===== src/rtl/prefetch_buffer.sv =====
// Prefetch consumer: drops duplicate prefetches, queues survivors, fetches them and buffers returned data for demand lookup.
// Latency: request issued >=1 cycle after enqueue; demand lookup result 1 cycle after dm_v.
// Backpressure: prefetch input has none (overflow dropped with pf_drop); mem_req held stable until mem_req_rdy.
module prefetch_buffer #(
  parameter int ADDR_W  = 16,
  parameter int DATA_W  = 16,
  parameter int QDEPTH  = 4,
  parameter int ENTRIES = 4
) (
  input  logic                      clk,
  input  logic                      rst_n,
  input  logic                      prefetch_v,
  input  logic [ADDR_W-1:0]         prefetch_addr,
  output logic                      pf_drop,
  output logic [$clog2(QDEPTH):0]   q_count,
  output logic                      mem_req_v,
  output logic [ADDR_W-1:0]         mem_req_addr,
  input  logic                      mem_req_rdy,
  input  logic                      mem_resp_v,
  input  logic [DATA_W-1:0]         mem_resp_data,
  input  logic                      dm_v,
  input  logic [ADDR_W-1:0]         dm_addr,
  output logic                      dm_resp_v,
  output logic                      dm_hit,
  output logic [DATA_W-1:0]         dm_data
);

  localparam int QW = $clog2(QDEPTH);
  localparam int EW = $clog2(ENTRIES);
  localparam logic [QW:0] QFULL = (QW+1)'(QDEPTH);

  typedef enum logic [1:0] {S_IDLE, S_REQ, S_WAIT} state_e;

  state_e              state_q, state_d;
  logic [ADDR_W-1:0]   fifo_q [QDEPTH];
  logic [QW-1:0]       wr_ptr_q, rd_ptr_q;
  logic [QW:0]         count_q;
  logic [ADDR_W-1:0]   inflight_q;
  logic [ENTRIES-1:0]  buf_v_q;
  logic [ADDR_W-1:0]   buf_addr_q [ENTRIES];
  logic [DATA_W-1:0]   buf_data_q [ENTRIES];
  logic [EW-1:0]       rep_ptr_q;
  logic                pf_drop_q, dm_resp_v_q, dm_hit_q;
  logic [DATA_W-1:0]   dm_data_q;

  logic [QW-1:0]       q_off [QDEPTH];
  logic                dup, push, drop, pop, fill;
  logic                lk_hit;
  logic [DATA_W-1:0]   lk_data;

  // Duplicate check against queued, in-flight and buffered addresses (start-of-cycle state).
  always_comb begin
    dup = 1'b0;
    for (int i = 0; i < QDEPTH; i++) begin
      q_off[i] = QW'(i) - rd_ptr_q;
      if (({1'b0, q_off[i]} < count_q) && (fifo_q[i] == prefetch_addr)) dup = 1'b1;
    end
    for (int e = 0; e < ENTRIES; e++) begin
      if (buf_v_q[e] && (buf_addr_q[e] == prefetch_addr)) dup = 1'b1;
    end
    if ((state_q != S_IDLE) && (inflight_q == prefetch_addr)) dup = 1'b1;
  end

  // A same-cycle pop never makes room for the push: fullness is judged on the old count.
  assign push = prefetch_v && !dup && (count_q != QFULL);
  assign drop = prefetch_v && !dup && (count_q == QFULL);

  // Request sequencer: pop in IDLE, present in REQ, collect the single response in WAIT.
  always_comb begin
    state_d = state_q;
    pop     = 1'b0;
    fill    = 1'b0;
    case (state_q)
      S_IDLE: if (count_q != '0) begin
        pop     = 1'b1;
        state_d = S_REQ;
      end
      S_REQ:  if (mem_req_rdy) state_d = S_WAIT;
      S_WAIT: if (mem_resp_v) begin
        fill    = 1'b1;
        state_d = S_IDLE;
      end
      default: state_d = S_IDLE;
    endcase
  end

  // State register.
  always_ff @(posedge clk or negedge rst_n) begin
    if (!rst_n) state_q <= S_IDLE;
    else        state_q <= state_d;
  end

  // FIFO pointers, occupancy and in-flight address.
  always_ff @(posedge clk or negedge rst_n) begin
    if (!rst_n) begin
      wr_ptr_q   <= '0;
      rd_ptr_q   <= '0;
      count_q    <= '0;
      inflight_q <= '0;
    end else begin
      if (push) wr_ptr_q <= wr_ptr_q + QW'(1);
      if (pop) begin
        rd_ptr_q   <= rd_ptr_q + QW'(1);
        inflight_q <= fifo_q[rd_ptr_q];
      end
      if (push && !pop)      count_q <= count_q + (QW+1)'(1);
      else if (!push && pop) count_q <= count_q - (QW+1)'(1);
    end
  end

  // FIFO storage; validity is derived from pointers so the data needs no reset.
  always_ff @(posedge clk) begin
    if (push) fifo_q[wr_ptr_q] <= prefetch_addr;
  end

  // Buffer valid bits and round-robin replacement pointer.
  always_ff @(posedge clk or negedge rst_n) begin
    if (!rst_n) begin
      buf_v_q   <= '0;
      rep_ptr_q <= '0;
    end else if (fill) begin
      buf_v_q[rep_ptr_q] <= 1'b1;
      rep_ptr_q          <= rep_ptr_q + EW'(1);
    end
  end

  // Buffer address/data payload, qualified by buf_v_q.
  always_ff @(posedge clk) begin
    if (fill) begin
      buf_addr_q[rep_ptr_q] <= inflight_q;
      buf_data_q[rep_ptr_q] <= mem_resp_data;
    end
  end

  // Demand probe of the buffer; addresses are unique so at most one entry matches.
  always_comb begin
    lk_hit  = 1'b0;
    lk_data = '0;
    for (int e = 0; e < ENTRIES; e++) begin
      if (buf_v_q[e] && (buf_addr_q[e] == dm_addr)) begin
        lk_hit  = 1'b1;
        lk_data = buf_data_q[e];
      end
    end
  end

  // Registered lookup result and drop pulse.
  always_ff @(posedge clk or negedge rst_n) begin
    if (!rst_n) begin
      pf_drop_q   <= 1'b0;
      dm_resp_v_q <= 1'b0;
      dm_hit_q    <= 1'b0;
      dm_data_q   <= '0;
    end else begin
      pf_drop_q   <= drop;
      dm_resp_v_q <= dm_v;
      dm_hit_q    <= dm_v && lk_hit;
      dm_data_q   <= (dm_v && lk_hit) ? lk_data : '0;
    end
  end

  assign pf_drop      = pf_drop_q;
  assign q_count      = count_q;
  assign mem_req_v    = (state_q == S_REQ);
  assign mem_req_addr = (state_q == S_REQ) ? inflight_q : '0;
  assign dm_resp_v    = dm_resp_v_q;
  assign dm_hit       = dm_hit_q;
  assign dm_data      = dm_data_q;

endmodule

===== config.mk =====
export PLATFORM = sky130hd
export DESIGN_NAME = prefetch_buffer
export DESIGN_NICKNAME = d
export VERILOG_FILES = /design/src/rtl/prefetch_buffer.sv
export SDC_FILE = /design/constraint.sdc
export NUM_CORES = 1
export LEC_CHECK = 0
export CAP_MARGIN = 20
export CORE_MARGIN = 2
export CORE_UTILIZATION = 58
export DETAILED_ROUTE_END_ITERATION = 10
export GPL_ROUTABILITY_DRIVEN = 0
export HOLD_SLACK_MARGIN = 0.12
export MAX_ROUTING_LAYER = met4
export PLACE_DENSITY = 0.88
export SETUP_SLACK_MARGIN = 0.15
export SKIP_LAST_GASP = 1
export SYNTH_ARGS = -nofsm -noshare
export SYNTH_HDL_FRONTEND = slang
export SYNTH_SLANG_ARGS = --single-unit

===== constraint.sdc =====
create_clock -name clk -period 4.47 [get_ports clk]
set_input_delay 0.894 -clock clk [delete_from_list [all_inputs] [get_ports clk]]
set_output_delay 0.894 -clock clk [all_outputs]
set_load 0.03 [all_outputs]

==> impl_metrics.py, run 1 <==
metrics = {
    "die": {
        "die_y_um": 143,
        "rows": 51,
        "io_pins": 93,
        "die_w_um": 143,
        "start_util": 0.585,
        "core_sq_mm": 0.0193,
        "die_area_sq_mm": 0.0206,
    },
    "setup_path": {
        "path_delay_family": "simple AND/OR/NAND/NOR gates",
        "cp-start-kind": "primary input",
        "timing.critical_path.mode_cell": "inv_1",
        "critPathRequiredTime_ns": 4.88,
        "rr_startpoint": "rd_ptr_q[1]",
        "critPathKind": "primary input to flop",
        "startpoint": "prefetch_addr[15]",
        "arrival_ns": 4.47,
        "max_stage_delay_ns": 0.78,
        "path_cells": "clkdlybuf4s50_1 > xor2_1 > nor4_1 > nand4_1 > o22ai_1 > nor3b_1 > nand2_1 > inv_1 > ha_1 > inv_1 > fa_1 > mux2_2",
        "endpoint_kind": "flop",
        "cp_slowest_cell": "clkdlybuf4s50_1",
        "crit_fanout": 12,
        "crit_buf_inv": 3,
    },
    "timing": {
        "whs_ns": 0.408,
        "period_minus_slack_ns": 4.07,
        "drv_slew": 0,
        "setup_viol": 0,
        "timing.final.crit_share": 0.910,
        "max_freq_ghz": 0.246,
        "tns_ns": 0,
        "worstMarginPinSlew_ns": 1.01,
        "worst_clock_skew_ns": 0.0127,
        "slew_headroom": 0.326,
        "rsz0062_at_grt": "false",
        "hold_viol": 0,
    },
    "route": {
        "drt_first_pass_iters": 5,
        "ant_nets": 0,
        "vias": 6892,
        "drt-initial-drc-count": 654,
        "wl_um": 28000,
        "drc": 0,
        "vias_per_cell": 5.94,
        "avgRoutedWirePerCell_um": 24.1,
    },
    "synthesis": {
        "async_reset_ff_frac": 0.207,
        "netlist_area_sq_mm": 0.0113,
        "ys_types": 41,
        "synth_nets": 833,
        "syn_avg_cell_area_sq_um": 14.7,
        "synthFlopType": "edfxtp_1",
        "synth-seq-cells": 242,
        "seq_area_frac_synth": 0.622,
        "synth_edf_count": 192,
        "postSynthCellCount": 765,
        "yosys_warnings": 0,
    },
    "clocking": {
        "cts_sinks": 242,
        "postCtsHoldBufs": 0,
        "cts-root-buf": "clkbuf_16",
        "cts_buffer_depth": 3,
        "clock_latency_ns": 0.52,
        "postCtsResizedCells": 0,
        "cts_tree": "yes",
        "cts_setup_buffers": 0,
        "numCtsBuffers": 24,
        "clk_pin_slew_ns": 0.07,
        "h-tree-depth": 1,
    },
    "run_status": {
        "status": "complete, no violations",
    },
    "placed_design": {
        "dp_hpwl_um": 19300,
        "port_buffers": 92,
    },
    "grt": {
        "grt_antenna_before_repair": 0,
        "grt.total_usage": 0.288,
        "grt_start_max_net_pins": 28,
        "grt_pass1_wl_um": 42300,
        "grt_pass1_vias": 7188,
        "overflow": 0,
    },
    "finish": {
        "final_cell_mix": "edfxtp_1, xor2_1, clkdlybuf4s50_1",
        "n_antenna_cell": 0,
        "fin_util": 0.701,
        "area_delta_synth_final_pct": 19.8,
        "drive_above_1_share": 0.162,
        "mostFrequentLayoutCell": "edfxtp_1",
        "nNetsFinal": 945,
    },
    "pwr": {
        "power_density_mw_per_mm2": 548,
        "cellLeakagePower_nw": 4.76,
        "vdd_drop_max_uv": 460,
    },
    "hold_path": {
        "hold_class": "primary input to asynchronous set/reset pin",
    },
    "run": {
        "cap_violations": 0,
    },
}
==> cell type report <==
cell class	count	area, sq um
clock buffers	27	654
clock inverters	17	210
fillers	1240	5760
inverters	11	41.3
multi-input cells	469	4020
flip-flops and latches	242	7020
well taps	265	332
repair buffers	129	1240
==> power breakdown <==
group / total (mW) / internal, mW / leakage [nW] / switching (mW)
Sequential: 3.26 / 2.89 / 2.37 / 0.377
Combinational: 1.97 / 0.903 / 1.98 / 1.07
Clock: 2.17 / 1.30 / 0.412 / 0.877
Total: 7.41 / 5.09 / 4.76 / 2.32
==> path summary, 6_finish.rpt <==
kind,to,slack (ns),depth (start not counted)
max,q_count[1],0.40,12
min,inflight_q[0],0.41,1
max reg2reg,q_count[2],1.00,16
min reg2reg,dm_data[12],0.53,2
max in group asynchronous,q_count[2],3.18,2
min in group clk,dm_data[12],0.53,2
==> metrics by stage <==
stage	area (sq um)	cells	total power, mW	setup slack, ns
4_1_cts	13500	1160	7.42	0.581
6_report	13500	1160	7.41	0.402
3_3_place_gp	12600	1116	5.16	0.192
2_1_floorplan	11300	765	4.47	0.975
3_5_place_dp	12600	1116	5.24	0.0572
5_1_grt	13500	1160	7.70	0.365
==> routing by layer <==
layer	vias up	global-route usage	part of all wire
li1	3024	-	-
met1	3402	0.344	0.36
met2	368	0.482	0.51
met3	98	0.0413	0.074
met4	0	0.144	0.057
met5	-	-	0
==> cell usage after synthesis (all sizes together) (2+ instances only) <==
cell	n	area [sq um]
mux4	16	360
ha	13	163
xor2	139	1220
nor2b	2	15.0
dfrtp	50	1250
a221oi	16	203
nand2b	2	12.5
inv	11	41.3
o21ai	2	10.0
nor4	35	234
a21oi	20	100
o22ai	4	25.0
nand4	23	144
nand3	4	30.0
nor3	23	165
and2	20	125
clkbuf	19	71.3
mux2	18	203
and3	5	31.3
buf	24	136
edfxtp	192	5770
nor2	10	37.5
xnor2	77	674
or2	4	25.0
nand2	14	55.1
o21a	16	120
==> flip-flops by register name (all words and copies together) (netlist names) <==
register,cells
dm_resp_v,1
dm_hit,1
buf_data_q,64
wr_ptr_q,2
fifo_q,64
buf_addr_q,64
rep_ptr_q,2
pf_drop,1
dm_data,16
inflight_q,16
rd_ptr_q,2
buf_v_q,4
state_q,2
q_count,3
==> worst reg2reg max path, stage by stage, from the launching register on <==
cell and delay, ns:
dfrtp_1 0.32, buf_4 0.29, inv_1 0.09, ha_1 0.30, a21oi_1 0.15, nor2_1 0.05
nor2_1 0.15, o22ai_1 0.14, nor3b_1 0.49, nand2_1 0.20, inv_1 0.11, ha_1 0.20
inv_1 0.07, fa_1 0.38, xor2_1 0.17, nor2_1 0.12, xor2_1 0.17
==> logic make-up after synthesis <==
group,after synthesis,synth area share
xor gates and xnor gates,216,0.168
adders and majority gates,14,0.0162
muxes,34,0.0499
buffers and inverters,54,0.0221
AOI/OAI and AO/OA,61,0.0433
DFF,242,0.622
and+or+nand+nor,144,0.0790
Note: power is estimated with default switching activity, not from simulation.
==> inputs of run 2 (changes only) <==
--- a/config.mk
+++ b/config.mk
@@ -8,6 +8,7 @@
 export CAP_MARGIN = 20
 export CORE_MARGIN = 2
 export CORE_UTILIZATION = 58
+export CTS_CLUSTER_SIZE = 24
 export DETAILED_ROUTE_END_ITERATION = 10
 export GPL_ROUTABILITY_DRIVEN = 0
 export HOLD_SLACK_MARGIN = 0.12
==> impl_metrics.py, run 2 (same netlist as run 1, synthesis figures left out) <==
metrics = {
    "route": {
        "highest_layer": "met4",
        "drt-met1-wl_um": 9770,
        "vias_per_cell": 5.95,
        "avgRoutedWirePerCell_um": 23.6,
        "wl_um": 27400,
        "dr_wl_met2_um": 13800,
        "drt_first_pass_iters": 6,
        "drt-initial-drc-count": 634,
        "ant_nets": 0,
        "wl_met3_um": 2190,
        "vias": 6913,
        "drc": 0,
    },
    "hold_path": {
        "hold_class": "primary input to asynchronous set/reset pin",
    },
    "pwr": {
        "cellLeakagePower_nw": 4.75,
        "vdd_drop_max_uv": 440,
        "power_density_mw_per_mm2": 541,
    },
    "timing": {
        "worst_clock_skew_ns": 0.0120,
        "setup_viol": 0,
        "tns_ns": 0,
        "rsz0062_at_grt": "false",
        "hold_viol": 0,
        "timing.final.crit_share": 0.881,
        "slew_headroom": 0.326,
        "worstMarginPinSlew_ns": 1.01,
        "max_freq_ghz": 0.254,
        "timing.final.ws_setup_ns": 0.532,
        "drv_slew": 0,
        "period_minus_slack_ns": 3.94,
    },
    "grt": {
        "grt_pass1_vias": 7137,
        "grt_antenna_before_repair": 0,
        "grt_start_max_net_pins": 28,
        "overflow": 0,
        "grt_pass1_wl_um": 41200,
        "grt.total_usage": 0.281,
    },
    "placed_design": {
        "port_buffers": 92,
        "postPlaceCellArea_sq_mm": 0.0126,
        "preCtsSetupSlack_ns": 0.0572,
        "dp_hpwl_um": 19300,
    },
    "setup_path": {
        "cp-start-kind": "primary input",
        "critPathRequiredTime_ns": 4.88,
        "timing.critical_path.mode_cell": "inv_1",
        "crit_fanout": 12,
        "cp_slowest_cell": "clkdlybuf4s50_1",
        "rr_startpoint": "rd_ptr_q[0]",
        "path_delay_family": "simple AND/OR/NAND/NOR gates",
        "arrival_ns": 4.35,
        "endpoint_kind": "flop",
        "r2r_end": "q_count[2]",
        "ff2ff_path_depth": 17,
        "path_cells": "clkdlybuf4s50_1 > xor2_1 > nor4_1 > nand4_1 > o22ai_1 > nor3b_1 > nand2_1 > inv_1 > ha_1 > inv_1 > fa_1 > mux2_2",
        "critPathKind": "primary input to flop",
        "r2r_slack_ns": 1.08,
        "crit_buf_inv": 3,
        "max_stage_delay_ns": 0.76,
    },
    "finish": {
        "mostFrequentLayoutCell": "edfxtp_1",
        "final_cell_mix": "edfxtp_1, xor2_1, clkdlybuf4s50_1",
        "area_delta_synth_final_pct": 19.3,
        "nNetsFinal": 946,
        "drive_above_1_share": 0.158,
        "n_antenna_cell": 0,
        "top_regs": "buf_addr_q (64), buf_data_q (64), fifo_q (64)",
        "fin_area_sq_mm": 0.0135,
    },
    "clocking": {
        "postCtsResizedCells": 0,
        "numCtsBuffers": 25,
        "postCtsHoldBufs": 0,
        "clock_latency_ns": 0.52,
        "cts_setup_buffers": 0,
        "cts_buffer_depth": 3,
        "h-tree-depth": 1,
        "cts_tree": "yes",
        "cts_sinks": 242,
        "cts-root-buf": "clkbuf_16",
        "clk_pin_slew_ns": 0.07,
    },
    "die": {
        "die_y_um": 143,
        "start_util": 0.585,
        "die_area_sq_mm": 0.0206,
        "die_w_um": 143,
        "core_sq_mm": 0.0193,
        "io_pins": 93,
        "rows": 51,
    },
    "run_status": {
        "status": "complete, no violations",
    },
    "run": {
        "cap_violations": 0,
    },
}
## run 2: worst max path at each step
| stage | end | startpoint | depth (start not counted) | slack, ns |
|---|---|---|---|---|
| 2_1_floorplan | q_count[2] | rd_ptr_q[0] | 17 | 0.98 |
| 3_3_place_gp | q_count[1] | prefetch_addr[15] | 12 | 0.19 |
| 3_5_place_dp | q_count[1] | prefetch_addr[15] | 12 | 0.06 |
| 4_1_cts | q_count[1] | prefetch_addr[15] | 12 | 0.60 |
| 5_1_grt | q_count[1] | prefetch_addr[15] | 12 | 0.44 |
| 6_report | q_count[1] | prefetch_addr[15] | 12 | 0.53 |
## run 2: through the flow
step | instances | power, mW | utilization | hold WS [ns]
CTS | 1161 | 7.29 | 0.698 | 0.407
detailed placement | 1116 | 5.24 | 0.656 | 0.511
global placement | 1116 | 5.16 | 0.656 | 0.499
finish | 1161 | 7.28 | 0.698 | 0.404
floorplan | 765 | 4.47 | - | 0.463
global route | 1161 | 7.56 | 0.698 | 0.450
## run 2: per-layer routing
metal / up-vias / global-route usage
met5: - / -
met4: 0 / 0.151
met3: 103 / 0.0420
li1: 3023 / -
met2: 394 / 0.466
met1: 3393 / 0.335
## run 2: cell type report
type,instances,area (sq um)
sequential,242,7020
fill,1250,5810
multi-input combinational,469,4020
timing repair buffer,129,1240
clock buffer,32,692
tap,265,332
clock inverter,13,119
inverter,11,41.3
## run 2: where the power goes
part           total, mW  internal [mW]  switching, mW  leakage, nW
clock               2.06           1.21          0.851        0.404
sequential          3.26           2.89          0.369         2.37
combinational       1.96          0.902           1.06         1.98
## run 2: worst reg2reg max path, delay by kind of cell, from the launching register on
family,cells,cell delay (ns)
fa+ha+maj,3,0.85
flops,1,0.32
buf+inv,5,0.77
xor+xnor,3,0.54
compound gates,2,0.19
simple gates,4,0.64
